===== config.mk =====
export PLATFORM = sky130hd
export DESIGN_NAME = otter_fetch_unit_flat
export DESIGN_NICKNAME = d
export VERILOG_FILES = /design/src/rtl/otter_fetch_pkg.sv /design/src/rtl/otter_fetch_if.sv /design/src/rtl/otter_fetch_fifo.sv /design/src/rtl/otter_fetch_unit.sv /design/src/flat_wrapper.sv
export SDC_FILE = /design/constraint.sdc
export NUM_CORES = 1
export LEC_CHECK = 0
export BUFFER_PORTS_ARGS = -buffer_cell sky130_fd_sc_hd__buf_2
export CAP_MARGIN = 10
export CORE_AREA = 2 2 133 135
export CTS_BUF_LIST = sky130_fd_sc_hd__clkbuf_4 sky130_fd_sc_hd__clkbuf_8
export DETAILED_ROUTE_END_ITERATION = 6
export DIE_AREA = 0 0 135 137
export PLACE_DENSITY = 0.78
export SYNTH_ARGS = -nofsm -noshare
export SYNTH_HDL_FRONTEND = slang
export SYNTH_SLANG_ARGS = --single-unit

===== constraint.sdc =====
create_clock -name CLK -period 2.28 [get_ports CLK]
set_input_delay 0.228 -clock CLK [delete_from_list [all_inputs] [get_ports CLK]]
set_output_delay 0.228 -clock CLK [all_outputs]
set_load 0.005 [all_outputs]

===== src/rtl/otter_fetch_pkg.sv =====
// rtl/otter_fetch_pkg.sv - shared types and constants for the OTTER fetch stage
//
// Contents:
//   fetch_entry_t   {pc, instr} pair held in the fetch FIFO and presented to decode
//   OTTER_RESET_VEC default byte address fetched first after reset
//   INSTR_NOP       canonical RV32I nop (addi x0,x0,0)
//   word_align()    clears the byte-offset bits of a byte address
package otter_fetch_pkg;

    typedef struct packed {
        logic [31:0] pc;
        logic [31:0] instr;
    } fetch_entry_t;

    localparam logic [31:0] OTTER_RESET_VEC = 32'h0000_0000;
    localparam logic [31:0] INSTR_NOP       = 32'h0000_0013;

    function automatic logic [31:0] word_align(input logic [31:0] addr);
        return {addr[31:2], 2'b00};
    endfunction

endpackage


===== src/rtl/otter_fetch_if.sv =====
// rtl/otter_fetch_if.sv - fetch-stage bus: BRAM instruction port plus decode handshake
//
// Signals:
//   MEM_RDEN1       fetch -> memory  read enable
//   MEM_ADDR1       fetch -> memory  word address (ADDR_W bits)
//   MEM_DOUT1       memory -> fetch  instruction word, one cycle after a read edge
//   IF_REDIRECT     core -> fetch    flush and refetch from IF_REDIRECT_PC
//   IF_REDIRECT_PC  core -> fetch    redirect target byte address
//   IF_VALID        fetch -> decode  IF_PC/IF_INSTR hold a valid instruction
//   IF_READY        decode -> fetch  decode accepts this cycle
//   IF_PC           fetch -> decode  byte address of presented instruction
//   IF_INSTR        fetch -> decode  presented instruction word
//   IF_MISALIGN     fetch -> core    one-cycle pulse for a misaligned redirect target
// Modports: master = fetch unit, slave = memory/decode/core side.
interface otter_fetch_if #(
    parameter int ADDR_W = 14
);
    logic              MEM_RDEN1;
    logic [ADDR_W-1:0] MEM_ADDR1;
    logic [31:0]       MEM_DOUT1;
    logic              IF_REDIRECT;
    logic [31:0]       IF_REDIRECT_PC;
    logic              IF_VALID;
    logic              IF_READY;
    logic [31:0]       IF_PC;
    logic [31:0]       IF_INSTR;
    logic              IF_MISALIGN;

    modport master (
        output MEM_RDEN1,
        output MEM_ADDR1,
        input  MEM_DOUT1,
        input  IF_REDIRECT,
        input  IF_REDIRECT_PC,
        output IF_VALID,
        input  IF_READY,
        output IF_PC,
        output IF_INSTR,
        output IF_MISALIGN
    );

    modport slave (
        input  MEM_RDEN1,
        input  MEM_ADDR1,
        output MEM_DOUT1,
        output IF_REDIRECT,
        output IF_REDIRECT_PC,
        input  IF_VALID,
        output IF_READY,
        input  IF_PC,
        input  IF_INSTR,
        input  IF_MISALIGN
    );

endinterface


===== src/rtl/otter_fetch_fifo.sv =====
// rtl/otter_fetch_fifo.sv - 2-entry {pc,instr} FIFO with flush, head held in a register
//
// Ports:
//   clk    in   clock
//   rst_n  in   asynchronous active-low reset
//   push   in   write din at this edge
//   din    in   entry to write
//   pop    in   drop the head at this edge (caller guarantees !empty)
//   flush  in   discard all entries; dominates push and pop
//   occ    out  number of stored entries (0..2)
//   empty  out  occ == 0
//   head   out  oldest entry, straight from a register
module otter_fetch_fifo
    import otter_fetch_pkg::*;
(
    input  logic         clk,
    input  logic         rst_n,
    input  logic         push,
    input  fetch_entry_t din,
    input  logic         pop,
    input  logic         flush,
    output logic [1:0]   occ,
    output logic         empty,
    output fetch_entry_t head
);

    // Shift-style storage: slot0 is always the head so the decode-facing
    // outputs come directly from flops with no read mux.
    fetch_entry_t slot0;
    fetch_entry_t slot1;

    always_ff @(posedge clk or negedge rst_n) begin
        if (!rst_n) begin
            occ   <= 2'd0;
            slot0 <= '0;
            slot1 <= '0;
        end else if (flush) begin
            occ <= 2'd0;
        end else begin
            case ({push, pop})
                2'b10: begin
                    if (occ == 2'd0) begin
                        slot0 <= din;
                    end else begin
                        slot1 <= din;
                    end
                    if (occ != 2'd2) begin
                        occ <= occ + 2'd1;
                    end
                end
                2'b01: begin
                    slot0 <= slot1;
                    occ   <= occ - 2'd1;
                end
                2'b11: begin
                    // Occupancy unchanged; the new entry lands behind whatever
                    // survives the pop so order is preserved.
                    if (occ == 2'd2) begin
                        slot0 <= slot1;
                        slot1 <= din;
                    end else begin
                        slot0 <= din;
                    end
                end
                default: begin
                end
            endcase
        end
    end

    assign empty = (occ == 2'd0);
    assign head  = slot0;

    overflow_a : assert property (@(posedge clk) disable iff (!rst_n)
        !(push && !pop && !flush && (occ == 2'd2)));

endmodule


===== src/rtl/otter_fetch_unit.sv =====
// rtl/otter_fetch_unit.sv - OTTER instruction fetch: PC, BRAM read port, redirect, decode handshake
//
// Ports:
//   CLK    in   system clock, all state on the rising edge
//   RST_N  in   asynchronous active-low reset
//   bus    otter_fetch_if.master
//            MEM_RDEN1/MEM_ADDR1/MEM_DOUT1   synchronous BRAM read port (1-cycle latency)
//            IF_REDIRECT/IF_REDIRECT_PC      flush and refetch from a new target
//            IF_VALID/IF_READY/IF_PC/IF_INSTR instruction handoff to decode
//            IF_MISALIGN                     pulse the cycle after a misaligned redirect
// Parameters:
//   RESET_VEC  byte address fetched first after reset
//   ADDR_W     width of the word address driven on MEM_ADDR1 (PC[ADDR_W+1:2])
module otter_fetch_unit
    import otter_fetch_pkg::*;
#(
    parameter logic [31:0] RESET_VEC = OTTER_RESET_VEC,
    parameter int          ADDR_W    = 14
) (
    input logic           CLK,
    input logic           RST_N,
    otter_fetch_if.master bus
);

    logic [31:0]  fetch_pc;
    logic         inflight;
    logic [31:0]  inflight_pc;
    logic         misalign_q;

    logic [1:0]   occ;
    logic         empty;
    fetch_entry_t head;
    fetch_entry_t push_entry;

    logic         pop;
    logic         push;
    logic         issue;
    logic         rden;
    logic [2:0]   level;
    logic [31:0]  tgt;
    logic [ADDR_W-1:0] addr;

    assign pop = !empty && bus.IF_READY;
    assign tgt = word_align(bus.IF_REDIRECT_PC);

    // Entries already owned by this stage: stored plus the one coming back
    // from memory. A new request is allowed only if it still fits in the
    // FIFO after this cycle's pop, so the FIFO can never overflow.
    assign level = {1'b0, occ} + {2'b00, inflight};
    assign issue = level < (3'd2 + {2'b00, pop});

    always_comb begin
        rden = issue;
        addr = fetch_pc[ADDR_W+1:2];
        if (bus.IF_REDIRECT) begin
            rden = 1'b1;
            addr = bus.IF_REDIRECT_PC[ADDR_W+1:2];
        end
    end

    // Reset must silence the memory port immediately, not at the next edge.
    assign bus.MEM_RDEN1 = rden && RST_N;
    assign bus.MEM_ADDR1 = addr;

    always_ff @(posedge CLK or negedge RST_N) begin
        if (!RST_N) begin
            fetch_pc    <= RESET_VEC;
            inflight    <= 1'b0;
            inflight_pc <= RESET_VEC;
            misalign_q  <= 1'b0;
        end else begin
            misalign_q <= bus.IF_REDIRECT && (bus.IF_REDIRECT_PC[1:0] != 2'b00);
            if (bus.IF_REDIRECT) begin
                fetch_pc    <= tgt + 32'd4;
                inflight    <= 1'b1;
                inflight_pc <= tgt;
            end else if (issue) begin
                fetch_pc    <= fetch_pc + 32'd4;
                inflight    <= 1'b1;
                inflight_pc <= fetch_pc;
            end else begin
                inflight <= 1'b0;
            end
        end
    end

    // A response returning in a redirect cycle belongs to the old path and
    // is dropped; the flush clears everything already buffered.
    assign push       = inflight && !bus.IF_REDIRECT;
    assign push_entry = '{pc: inflight_pc, instr: bus.MEM_DOUT1};

    otter_fetch_fifo u_fifo (
        .clk   (CLK),
        .rst_n (RST_N),
        .push  (push),
        .din   (push_entry),
        .pop   (pop),
        .flush (bus.IF_REDIRECT),
        .occ   (occ),
        .empty (empty),
        .head  (head)
    );

    assign bus.IF_VALID    = !empty;
    assign bus.IF_PC       = head.pc;
    assign bus.IF_INSTR    = head.instr;
    assign bus.IF_MISALIGN = misalign_q;

endmodule


===== src/flat_wrapper.sv =====
// flat-port wrapper written by rule: the top's interface ports become plain ports
module otter_fetch_unit_flat import otter_fetch_pkg::*;
#(
    parameter logic [31:0] RESET_VEC = OTTER_RESET_VEC,
    parameter int          ADDR_W    = 14
)
  (CLK, RST_N, bus_MEM_RDEN1, bus_MEM_ADDR1, bus_MEM_DOUT1, bus_IF_REDIRECT, bus_IF_REDIRECT_PC, bus_IF_VALID, bus_IF_READY, bus_IF_PC, bus_IF_INSTR, bus_IF_MISALIGN);
  otter_fetch_if #(.ADDR_W(ADDR_W)) bus_i ();
  input logic CLK;
  input logic RST_N;
  output wire logic [$bits(bus_i.MEM_RDEN1)-1:0] bus_MEM_RDEN1;
  output wire logic [$bits(bus_i.MEM_ADDR1)-1:0] bus_MEM_ADDR1;
  input wire logic [$bits(bus_i.MEM_DOUT1)-1:0] bus_MEM_DOUT1;
  input wire logic [$bits(bus_i.IF_REDIRECT)-1:0] bus_IF_REDIRECT;
  input wire logic [$bits(bus_i.IF_REDIRECT_PC)-1:0] bus_IF_REDIRECT_PC;
  output wire logic [$bits(bus_i.IF_VALID)-1:0] bus_IF_VALID;
  input wire logic [$bits(bus_i.IF_READY)-1:0] bus_IF_READY;
  output wire logic [$bits(bus_i.IF_PC)-1:0] bus_IF_PC;
  output wire logic [$bits(bus_i.IF_INSTR)-1:0] bus_IF_INSTR;
  output wire logic [$bits(bus_i.IF_MISALIGN)-1:0] bus_IF_MISALIGN;
  assign bus_MEM_RDEN1 = bus_i.MEM_RDEN1;
  assign bus_MEM_ADDR1 = bus_i.MEM_ADDR1;
  assign bus_i.MEM_DOUT1 = bus_MEM_DOUT1;
  assign bus_i.IF_REDIRECT = bus_IF_REDIRECT;
  assign bus_i.IF_REDIRECT_PC = bus_IF_REDIRECT_PC;
  assign bus_IF_VALID = bus_i.IF_VALID;
  assign bus_i.IF_READY = bus_IF_READY;
  assign bus_IF_PC = bus_i.IF_PC;
  assign bus_IF_INSTR = bus_i.IF_INSTR;
  assign bus_IF_MISALIGN = bus_i.IF_MISALIGN;
  otter_fetch_unit #(.RESET_VEC(RESET_VEC), .ADDR_W(ADDR_W)) u_core (.CLK(CLK), .RST_N(RST_N), .bus(bus_i));
endmodule

# Yosys cells after proc, flatten, opt, wreduce, memory -nomap -nowiden
# Cells that the tools add are included.
# W data, S select, Z words.
# op_classes
n_mux	17
n_addsub	6
n_eq_ne	9
n_reduce_logical	15
magnitude_cmp	1
bitwise	1
# op_table
op	count
$mux W64	4
$pmux W64 S3	1
$mux W32	4
$pmux W64 S2	1
$add A32 B3 Y32 const B	2
$mux W14	1
$eq A2 B2 Y1 const B	3
$ne A2 B2 Y1 const B	3
$reduce_bool A2 Y1	3
$reduce_bool A3 Y1	2
$logic_and A1 B1 Y1	4
$mux W2	2
$pmux W2 S2	1
$reduce_and A4 Y1	1
$add A2 B1 Y3	1
$add A2 B1 Y3 const A	1
$lt A3 B3 Y1	1
$mux W1	3
$ne A3 B3 Y1 const B	1
$reduce_and A3 Y1	1
$add A2 B1 Y2 const B	1
$eq A2 B1 Y1 const B	1
$logic_not A1 Y1	2
$logic_not A2 Y1	1
4 further kinds	4
# totals
out_inout_bits	81
wordCells	58
regBits	196
in_bits	68

# Logic depth before layout (Yosys ltp)
# Gate-level depths: netlist of run 1.
# depth
ltp_word	7
mapped_depth	14
mapped_depth_nobuf	8

# Modules after synthesis
# From an unflattened synthesis of run 1, not the netlist that was laid out.
# unflattened
hier_cells	835
hier_area_um2	9242.6
# by_module_without_submodules
module	cells_per_inst	instances	seq_area_each_um2	area_per_inst_um2
otter_fetch_fifo	430	1	3253.1	5509.0
otter_fetch_unit	405	1	1551.5	3733.6

# Worst setup path before layout of run 1
# OpenSTA, ideal clock, no wires.
# synth_timing
kind	input port to flip-flop
from	input port bus_IF_REDIRECT
to	register u_core.fetch_pc[20]
n_path_buf	6
required_ns	2.134
path_stages	14
setup_time_ns	0.146
setup_slack_ns	-0.488
arrival_ns	2.622
cell_sequence	buf_6 buf_2 buf_2 buf_2 buf_2 mux2_2 ha_1 inv_1 a221oi_1 and3_1 buf_4 nand4_1 xor2_1 mux2i_1
# synth_between
elab_chain_cells	1
word_cells_on_any_way	2
classes_between	mux: 1; reduce/logical: 1
# synth_rtl
element	line	source
start, declared	flat_wrapper.sv:14	input wire logic [$bits(bus_i.IF_REDIRECT)-1:0] bus_IF_REDIRECT;
$mux W32 or $reduce_bool A2 Y1 (tied branches)	--	
end signal, assigned	otter_fetch_unit.sv:74	fetch_pc <= tgt + 32'd4;
end signal, assigned	otter_fetch_unit.sv:78	fetch_pc <= fetch_pc + 32'd4;
end, declared	otter_fetch_unit.sv:25	logic [31:0] fetch_pc;
# Several ways; a longest one is shown, not always the timed one.
# A chain may end at the register's enable or synchronous reset.

# Worst setup path after layout of run 1
# layout_timing
from	register u_core.inflight
to	output port bus_MEM_RDEN1
# layout_between
elab_chain_cells	4
# layout_rtl
element	line	source
start, declared	otter_fetch_unit.sv:26	logic inflight;
start signal, assigned	otter_fetch_unit.sv:68	inflight <= 1'b0;
start signal, assigned	otter_fetch_unit.sv:75	inflight <= 1'b1;
start signal, assigned	otter_fetch_unit.sv:79	inflight <= 1'b1;
$add A2 B1 Y3	otter_fetch_unit.sv:49	assign level = {1'b0, occ} + {2'b00, inflight};
$lt A3 B3 Y1	otter_fetch_unit.sv:50	assign issue = level < (3'd2 + {2'b00, pop});
$mux W1	otter_fetch_unit.sv:55	if (bus.IF_REDIRECT) begin
$logic_and A1 B1 Y1	otter_fetch_unit.sv:62	assign bus.MEM_RDEN1 = rden && RST_N;
end, declared	flat_wrapper.sv:11	output wire logic [$bits(bus_i.MEM_RDEN1)-1:0] bus_MEM_RDEN1;
# No other way between the ends.

==> run summary, run 1 <==
FLOW RUN
--------------------------------------------------------------------------------------------------------
Max-cap violation count ...................................................................            0

SYNTHESIS
--------------------------------------------------------------------------------------------------------
Distinct cells, synth .....................................................................           43
Sequential area share after synthesis .....................................................        0.530
Flip-flop and latch count after synthesis .................................................          188
Cell area after technology mapping ........................................................     8880 um2
Post-synth top flop ....................................................................... sky130_fd_sc_hd__dfrtp_1
Avg Inst Size Synth .......................................................................     11.0 um2
Warnings from Yosys .......................................................................            0
Share of flip-flops with an asynchronous set or reset .....................................         1.00
Number of flops mapped to enable cells by yosys ...........................................            0
Post-synthesis cell count .................................................................          808

CLOCK NETWORK
--------------------------------------------------------------------------------------------------------
Clock tree from TritonCTS .................................................................        built
Worst-skew pair later-pin latency .........................................................      0.45 ns
Number of buffers added by the clock tree synthesis step ..................................           17
Maximum buffer depth of the clock tree ....................................................            2
Number of H-tree levels ...................................................................            4
Library cell used as clock root buffer .................................................... sky130_fd_sc_hd__clkbuf_8
# clock sinks .............................................................................          188
Post-CTS clock slew at the launch and capture registers of the worst setup and hold paths .      0.09 ns

FLOORPLANNING
--------------------------------------------------------------------------------------------------------
Starting Density ..........................................................................        0.521
Total number of placement rows ............................................................           48
Number of ports placed on the die boundary ................................................          149
Die area ..................................................................................    18500 um2
Chip height ...............................................................................       137 um
Die X-Extent ..............................................................................       135 um
Placeable Area ............................................................................    17100 um2

STA
--------------------------------------------------------------------------------------------------------
Least-Margin Pin Slew .....................................................................     0.616 ns
Shortest period the worst path allows .....................................................      2.20 ns
Slew Limit Fails ..........................................................................            0
Hold Violations, Final ....................................................................            0
Peak clock frequency supported by timing ..................................................    0.455 GHz
Post-Route Skew ...........................................................................   0.00929 ns
Setup violations, final ...................................................................            0
Portion of the clock cycle consumed by the worst path in the final layout .................        0.964
Headroom to the max-slew limit ............................................................        0.589

DRT
--------------------------------------------------------------------------------------------------------
Detailed-router iteration count before antenna repair .....................................            5
Routed WL per cell ........................................................................      16.3 um
Post-route ant nets .......................................................................            0
Final wirelength ..........................................................................     19600 um
Vias post-DR ..............................................................................         6504
Initial drt markers .......................................................................          348
Number of remaining DRC errors ............................................................            0
Average vias per placed instance ..........................................................         5.42

PLACEMENT
--------------------------------------------------------------------------------------------------------
HPWL Detailed .............................................................................     13500 um
Number of buffer cells added on primary ports .............................................          146
Routability congestion estimate ...........................................................        0.841
DP Area ...................................................................................    10100 um2
Number of instances in the placed design ..................................................         1158

POWER AND IR DROP
--------------------------------------------------------------------------------------------------------
Peak ir drop on the vdd network ...........................................................     0.615 mV
Leakage ...................................................................................      5.05 nW
Power Dens Cells ..........................................................................  1140 nW/um2
Total power draw ..........................................................................      12.2 mW

CELLS AND AREA
--------------------------------------------------------------------------------------------------------
Final Non-Filler Cells ....................................................................         1201
Nets ......................................................................................         1035
Fillers ...................................................................................         1362
Most used cells in the layout excluding fill and tap cells ................................ sky130_fd_sc_hd__dfrtp_1, sky130_fd_sc_hd__buf_2, sky130_fd_sc_hd__mux2i_1
Non-Filler Cell Area, Final ...............................................................    10700 um2
Number of antenna repair diodes ...........................................................            0
Share of cells above drive strength 1 .....................................................        0.304
Commonest non-fill, non-tap cell in the layout ............................................ sky130_fd_sc_hd__dfrtp_1
Growth of design area from synthesis to finish ............................................        20.4%

CRITICAL PATH
--------------------------------------------------------------------------------------------------------
Endpoint kind of the worst setup timing path ..............................................   output pin
CP max-delay cell ......................................................................... sky130_fd_sc_hd__dfrtp_1
Startpoint kind of the worst setup timing path ............................................     register
Peak per-stage delay on the critical path .................................................      0.42 ns
Worst path cell trace ..................................................................... ha_2 > ha_4 > o21ai_2 > nor2b_4 > nor2_4 > clkinv_2 > and2_4 > buf_2
Worst Path Required .......................................................................      2.05 ns
CP max FO .................................................................................            3
Arrival time at the worst endpoint ........................................................      1.97 ns
Critical path start-end classification .................................................... register to output pin

GLOBAL ROUTE
--------------------------------------------------------------------------------------------------------
Overall overflow remaining after global route .............................................            0
First-pass GRT wire length ................................................................     31900 um
Via count of the first global-routing pass ................................................         6325
Largest net degree at the start of global routing .........................................           87
Antenna violations before repair ..........................................................            0
GR Util All Layers ........................................................................        0.217

WORST HOLD PATH
--------------------------------------------------------------------------------------------------------
Hold/Removal Path Class ................................................................... primary input to register

STATUS
--------------------------------------------------------------------------------------------------------
Result of the run .........................................................................    completed

[layer usage]
| metal | up-vias | wire length (um) | GRT usage |
|---|---|---|---|
| met2 | 179 | 8820 | 0.337 |
| met5 | - | 0 | 0 |
| met4 | 0 | 271 | 0.0625 |
| met1 | 3173 | 9470 | 0.314 |
| li1 | 3131 | - | - |
| met3 | 21 | 996 | 0.0389 |
[report_power, final]
| group | internal [mW] | leakage (nW) | switching, mW | total, mW |
|---|---|---|---|---|
| combinational | 2.14 | 2.66 | 2.04 | 4.18 |
| sequential | 4.74 | 2.17 | 0.831 | 5.58 |
| clock | 1.26 | 0.218 | 1.15 | 2.41 |
[cell type report]
cell class | instances | area (um2) | area share
sequential | 188 | 4700 | 0.440
multi-input combinational | 560 | 4010 | 0.376
clock inverter | 11 | 168 | 0.0157
inverter | 12 | 46.3 | 0.00433
tap | 225 | 282 | 0.0263
clock buffer | 20 | 269 | 0.0252
timing repair buffer | 185 | 1200 | 0.113
[cells in the mapped netlist, types with 2 or more instances]
master                      count  area (um2)
sky130_fd_sc_hd__a21o_1         3        22.5
sky130_fd_sc_hd__a21oi_1       85         425
sky130_fd_sc_hd__a221oi_1       2        17.5
sky130_fd_sc_hd__and2_1         2        12.5
sky130_fd_sc_hd__and3_1         5        31.3
sky130_fd_sc_hd__buf_1          5        18.8
sky130_fd_sc_hd__buf_2         14        70.1
sky130_fd_sc_hd__buf_4          3        22.5
sky130_fd_sc_hd__clkbuf_1      26        97.6
sky130_fd_sc_hd__dfrtp_1      188        4700
sky130_fd_sc_hd__ha_1           3        37.5
sky130_fd_sc_hd__inv_1         11        41.3
sky130_fd_sc_hd__mux2_2        70         788
sky130_fd_sc_hd__mux2i_1      105        1050
sky130_fd_sc_hd__nand2_1       41         154
sky130_fd_sc_hd__nand2b_1       2        12.5
sky130_fd_sc_hd__nand3_1       24         120
sky130_fd_sc_hd__nand3b_1       7        52.6
sky130_fd_sc_hd__nand4_1       14        87.6
sky130_fd_sc_hd__nand4b_1       4        35.0
sky130_fd_sc_hd__nor2_1       102         383
sky130_fd_sc_hd__nor2b_1        2        12.5
sky130_fd_sc_hd__nor3_1         5        25.0
sky130_fd_sc_hd__o21ai_0       22         110
sky130_fd_sc_hd__o2bb2ai_1      2        17.5
sky130_fd_sc_hd__or2_2          2        12.5
sky130_fd_sc_hd__xnor2_1       21         184
sky130_fd_sc_hd__xor2_1        23         201
[worst paths after layout]
path                                                      from                                   to  slack [ns]  cells past startpoint
setup / recovery                     u_core.inflight$_DFF_PN0_                        bus_MEM_RDEN1        0.08                      8
hold / removal                               bus_MEM_DOUT1[15]  u_core.u_fifo.slot1[15]$_DFFE_PN0P_        0.03                      2
setup reg to reg              u_core.u_fifo.occ[0]$_DFFE_PN0P_   u_core.u_fifo.head[27]$_DFFE_PN0P_        0.15                      7
hold reg to reg            u_core.u_fifo.slot1[49]$_DFFE_PN0P_  u_core.u_fifo.slot1[49]$_DFFE_PN0P_        0.51                      1
max in group asynchronous                                RST_N      u_core.fetch_pc[31]$_DFFE_PN0P_        1.23                      3
min in group asynchronous                                RST_N      u_core.fetch_pc[24]$_DFFE_PN0P_        0.26                      2
[critical path: cells and delay by family (launching register included)]
| family | cells | cell delay, ns |
|---|---|---|
| AO/OA/AOI/OAI | 1 | 0.05 |
| flip-flops | 1 | 0.42 |
| buffers and inverters | 2 | 0.19 |
| AND/OR/NAND/NOR | 3 | 0.39 |
| adder cells (fa/ha/maj) | 2 | 0.47 |
[metrics by stage]
stage | hold slack (ns) | utilization | setup WS [ns] | TNS (ns)
CTS | 0.000175 | 0.625 | 0.00666 | 0
detailed placement | 0.180 | 0.593 | 0.116 | 0
finish | 0.0258 | 0.627 | 0.0818 | 0
global placement | 0.181 | 0.593 | 0.169 | 0
global route | 0.00250 | 0.627 | -0.0210 | -0.0210
floorplan | -0.0676 | - | -0.0174 | -0.0382
[registers in the layout (all words and copies together) (netlist names)]
signal / count
u_core.u_fifo.head: 62
u_core.u_fifo.slot1: 62
u_core.fetch_pc: 30
u_core.inflight_pc: 30
u_core.u_fifo.occ: 2
u_core.bus.IF_MISALIGN: 1
u_core.inflight: 1
[logic make-up (layout without fill, tap and decap cells)]
group / count (synthesis) / after routing / share of synthesized area
AOI/OAI and AO/OA: 121 / 121 / 0.0738
adders and majority gates: 3 / 3 / 0.00423
muxes: 175 / 175 / 0.207
xor gates and xnor gates: 44 / 44 / 0.0434
and+or+nand+nor: 215 / 215 / 0.111
DFF: 188 / 188 / 0.530
buffers and inverters: 61 / 228 / 0.0299
other: 1 / 2 / 0.000422
[timing repair]
action	in CTS	in global routing
pin swaps	1	2
gates resized for setup	7	3
hold buffers	8	0
endpoints found under the hold margin	40	0
setup buffers	2	2
setup endpoints to repair	1	1
Note: power is estimated with default switching activity, not from simulation.
==> inputs of run 2 (changes only) <==
PLACE_DENSITY = unset   (was 0.78)
PLACE_DENSITY_LB_ADDON = 0.3   (was unset)
==> run summary, run 2 (synthesized netlist as in run 1, its figures left out) <==
CLOCK NETWORK
--------------------------------------------------------------------------------------------------------
Number of H-tree levels ...................................................................            4   unchanged
# clock sinks .............................................................................          188   unchanged
Worst-skew pair later-pin latency .........................................................      0.47 ns   was 0.45 ns
Maximum buffer depth of the clock tree ....................................................            2   unchanged
Library cell used as clock root buffer .................................................... sky130_fd_sc_hd__clkbuf_8   unchanged
Clock tree from TritonCTS .................................................................        built   unchanged
Number of buffers added by the clock tree synthesis step ..................................           17   unchanged
Post-CTS clock slew at the launch and capture registers of the worst setup and hold paths .      0.09 ns   about the same

FLOORPLANNING
--------------------------------------------------------------------------------------------------------
Die X-Extent ..............................................................................       135 um   unchanged
Placeable Area ............................................................................    17100 um2   unchanged
Die area ..................................................................................    18500 um2   unchanged
Total number of placement rows ............................................................           48   unchanged
Number of ports placed on the die boundary ................................................          149   unchanged
Chip height ...............................................................................       137 um   unchanged
Starting Density ..........................................................................        0.521   unchanged

POWER AND IR DROP
--------------------------------------------------------------------------------------------------------
Switching Share ...........................................................................        0.339   was 0.331
Total power draw ..........................................................................      11.9 mW   was 12.2 mW
Register share of total power .............................................................        0.471   was 0.459
Leakage ...................................................................................      5.06 nW   was 5.05 nW
Switching power ...........................................................................      4.03 mW   was 4.02 mW
Clock group share of total power ..........................................................        0.185   was 0.198
Power Dens Cells ..........................................................................  1110 nW/um2   was 1140 nW/um2
Peak ir drop on the vdd network ...........................................................     0.472 mV   was 0.615 mV
Fraction of power consumed by combinational cells .........................................        0.344   was 0.343
Internal power consumption ................................................................      7.85 mW   was 8.14 mW

GLOBAL ROUTE
--------------------------------------------------------------------------------------------------------
Overall overflow remaining after global route .............................................            0   unchanged
Largest net degree at the start of global routing .........................................           99   was 87
Via count of the first global-routing pass ................................................         6192   was 6325
First-pass GRT wire length ................................................................     31800 um   was 31900 um
GR Util All Layers ........................................................................        0.220   was 0.217
Antenna violations before repair ..........................................................            1   was 0

STA
--------------------------------------------------------------------------------------------------------
Slew Limit Fails ..........................................................................            0   unchanged
Final worst-path setup slack ..............................................................     0.143 ns   was 0.0818 ns
Headroom to the max-slew limit ............................................................        0.585   was 0.589
Peak clock frequency supported by timing ..................................................    0.468 GHz   was 0.455 GHz
Portion of the clock cycle consumed by the worst path in the final layout .................        0.937   was 0.964
Setup violations, final ...................................................................            0   unchanged
Least-Margin Pin Slew .....................................................................     0.622 ns   was 0.616 ns
Setup repair after global routing missed its margin .......................................        false
Shortest period the worst path allows .....................................................      2.14 ns   was 2.20 ns
Hold Violations, Final ....................................................................            0   unchanged
Post-Route Skew ...........................................................................    0.0149 ns   was 0.00929 ns

CRITICAL PATH
--------------------------------------------------------------------------------------------------------
Endpoint kind of the worst setup timing path ..............................................   output pin   unchanged
Critical path start-end classification .................................................... register to output pin   unchanged
CP max FO .................................................................................            2   was 3
Arrival time at the worst endpoint ........................................................      1.91 ns   was 1.97 ns
Startpoint kind of the worst setup timing path ............................................     register   unchanged
Worst Path Required .......................................................................      2.05 ns   about the same

CELLS AND AREA
--------------------------------------------------------------------------------------------------------
Share of cells above drive strength 1 .....................................................        0.295   was 0.304
Final Non-Filler Cells ....................................................................         1219   was 1201
Growth of design area from synthesis to finish ............................................        21.0%   was 20.4%
Non-Filler Cell Area, Final ...............................................................    10700 um2   about the same
Commonest non-fill, non-tap cell in the layout ............................................ sky130_fd_sc_hd__dfrtp_1   unchanged
Most used cells in the layout excluding fill and tap cells ................................ sky130_fd_sc_hd__dfrtp_1, sky130_fd_sc_hd__buf_2, sky130_fd_sc_hd__mux2i_1   unchanged
Share of the core filled with cells in the final layout ...................................        0.630   was 0.627
Nets ......................................................................................         1052   was 1035

PLACEMENT
--------------------------------------------------------------------------------------------------------
HPWL Detailed .............................................................................     13500 um   about the same
Routability congestion estimate ...........................................................        0.824   was 0.841
Placement-stage worst setup slack .........................................................   -0.0350 ns   was 0.116 ns
Number of instances in the placed design ..................................................         1157   was 1158
DP Area ...................................................................................    10000 um2   was 10100 um2
Number of buffer cells added on primary ports .............................................          146   unchanged

DRT
--------------------------------------------------------------------------------------------------------
Initial drt markers .......................................................................          401   was 348
Vias post-DR ..............................................................................         6543   was 6504
Detailed-router iteration count before antenna repair .....................................            5   unchanged
Routed WL per cell ........................................................................      16.3 um   about the same
Average vias per placed instance ..........................................................         5.37   was 5.42
Number of remaining DRC errors ............................................................            0   unchanged
Final wirelength ..........................................................................     19900 um   was 19600 um
Post-route ant nets .......................................................................            0   unchanged

FLOW RUN
--------------------------------------------------------------------------------------------------------
Max-cap violation count ...................................................................            0   unchanged

WORST HOLD PATH
--------------------------------------------------------------------------------------------------------
Hold/Removal Path Class ................................................................... primary input to register   unchanged

STATUS
--------------------------------------------------------------------------------------------------------
Result of the run .........................................................................    completed   unchanged

[run 2: changes by cell type in the layout (fill, tap and decap cells not counted), moves of 2 or more]
cell | before | now
sky130_fd_sc_hd__dlygate4sd3_1 | 8 | 27
sky130_fd_sc_hd__buf_4 | 20 | 23
sky130_fd_sc_hd__buf_12 | 12 | 7
sky130_fd_sc_hd__clkinv_4 | 2 | 0
sky130_fd_sc_hd__clkinv_2 | 4 | 0
sky130_fd_sc_hd__clkinvlp_4 | 2 | 6
sky130_fd_sc_hd__bufinv_16 | 4 | 1
sky130_fd_sc_hd__clkbuf_8 | 20 | 23
[run 2: layout make-up]
class,count,area [um2]
inverter,12,47.5
timing repair buffer,202,1320
antenna,1,2.50
tap,225,282
fill,1426,6310
multi-input combinational,560,4000
sequential,188,4700
clock inverter,8,83.8
clock buffer,23,310
[run 2: power groups by stage]
stage / Combinational [mW] / Clock, mW / Sequential (mW)
after global placement: 3.91 / 0 / 5.57
after detailed placement: 4.01 / 0 / 5.65
after global routing: 4.54 / 2.37 / 5.78
after floorplan: 2.51 / 0 / 5.51
after CTS: 4.10 / 2.25 / 5.58
final: 4.09 / 2.20 / 5.59
[run 2: layer usage]
layer / global-route usage / wire (um)
met5: 0 / 0
met1: 0.316 / 9700
met3: 0.0430 / 862
met4: 0.0723 / 324
met2: 0.336 / 9040
[run 2: repair_timing]
| item | in CTS | in global routing |
|---|---|---|
| gates cloned | 0 | 0 |
| setup buffers | 2 | 1 |
| hold endpoints to repair | 58 | 0 |
| gates resized for setup | 6 | 3 |
| setup endpoints to repair | 1 | 1 |
| hold buffers | 27 | 0 |
| pin swaps | 1 | 1 |
[run 2: final timing paths]
path	from	end	slack [ns]	depth (start not counted)
setup / recovery	u_core.u_fifo.occ[0]$_DFFE_PN0P_	bus_MEM_RDEN1	0.14	8
hold / removal	bus_IF_REDIRECT_PC[23]	u_core.inflight_pc[23]$_DFFE_PN0P_	0.03	3
setup reg to reg	u_core.u_fifo.occ[0]$_DFFE_PN0P_	u_core.u_fifo.head[31]$_DFFE_PN0P_	0.24	7
hold reg to reg	u_core.u_fifo.slot1[24]$_DFFE_PN0P_	u_core.u_fifo.slot1[24]$_DFFE_PN0P_	0.51	1
max in group asynchronous	RST_N	u_core.u_fifo.slot1[46]$_DFFE_PN0P_	1.18	3
min in group asynchronous	RST_N	u_core.u_fifo.head[5]$_DFFE_PN0P_	0.24	2
[run 2: through the flow]
| stage | hold slack, ns | setup TNS [ns] |
|---|---|---|
| after detailed placement | 0.176 | -0.0403 |
| after global routing | 0.00404 | 0 |
| after CTS | 0.00270 | 0 |
| final | 0.0294 | 0 |
| after global placement | 0.179 | 0 |
| after floorplan | -0.0676 | -0.0382 |
[run 2: worst max-delay path: stages, from the launching register on]
cell	delay, ns
sky130_fd_sc_hd__dfrtp_1	0.39
sky130_fd_sc_hd__ha_2	0.18
sky130_fd_sc_hd__ha_1	0.27
sky130_fd_sc_hd__o21ai_2	0.06
sky130_fd_sc_hd__nor2b_4	0.14
sky130_fd_sc_hd__nor2_4	0.10
sky130_fd_sc_hd__inv_4	0.05
sky130_fd_sc_hd__and2_1	0.14
sky130_fd_sc_hd__buf_2	0.12
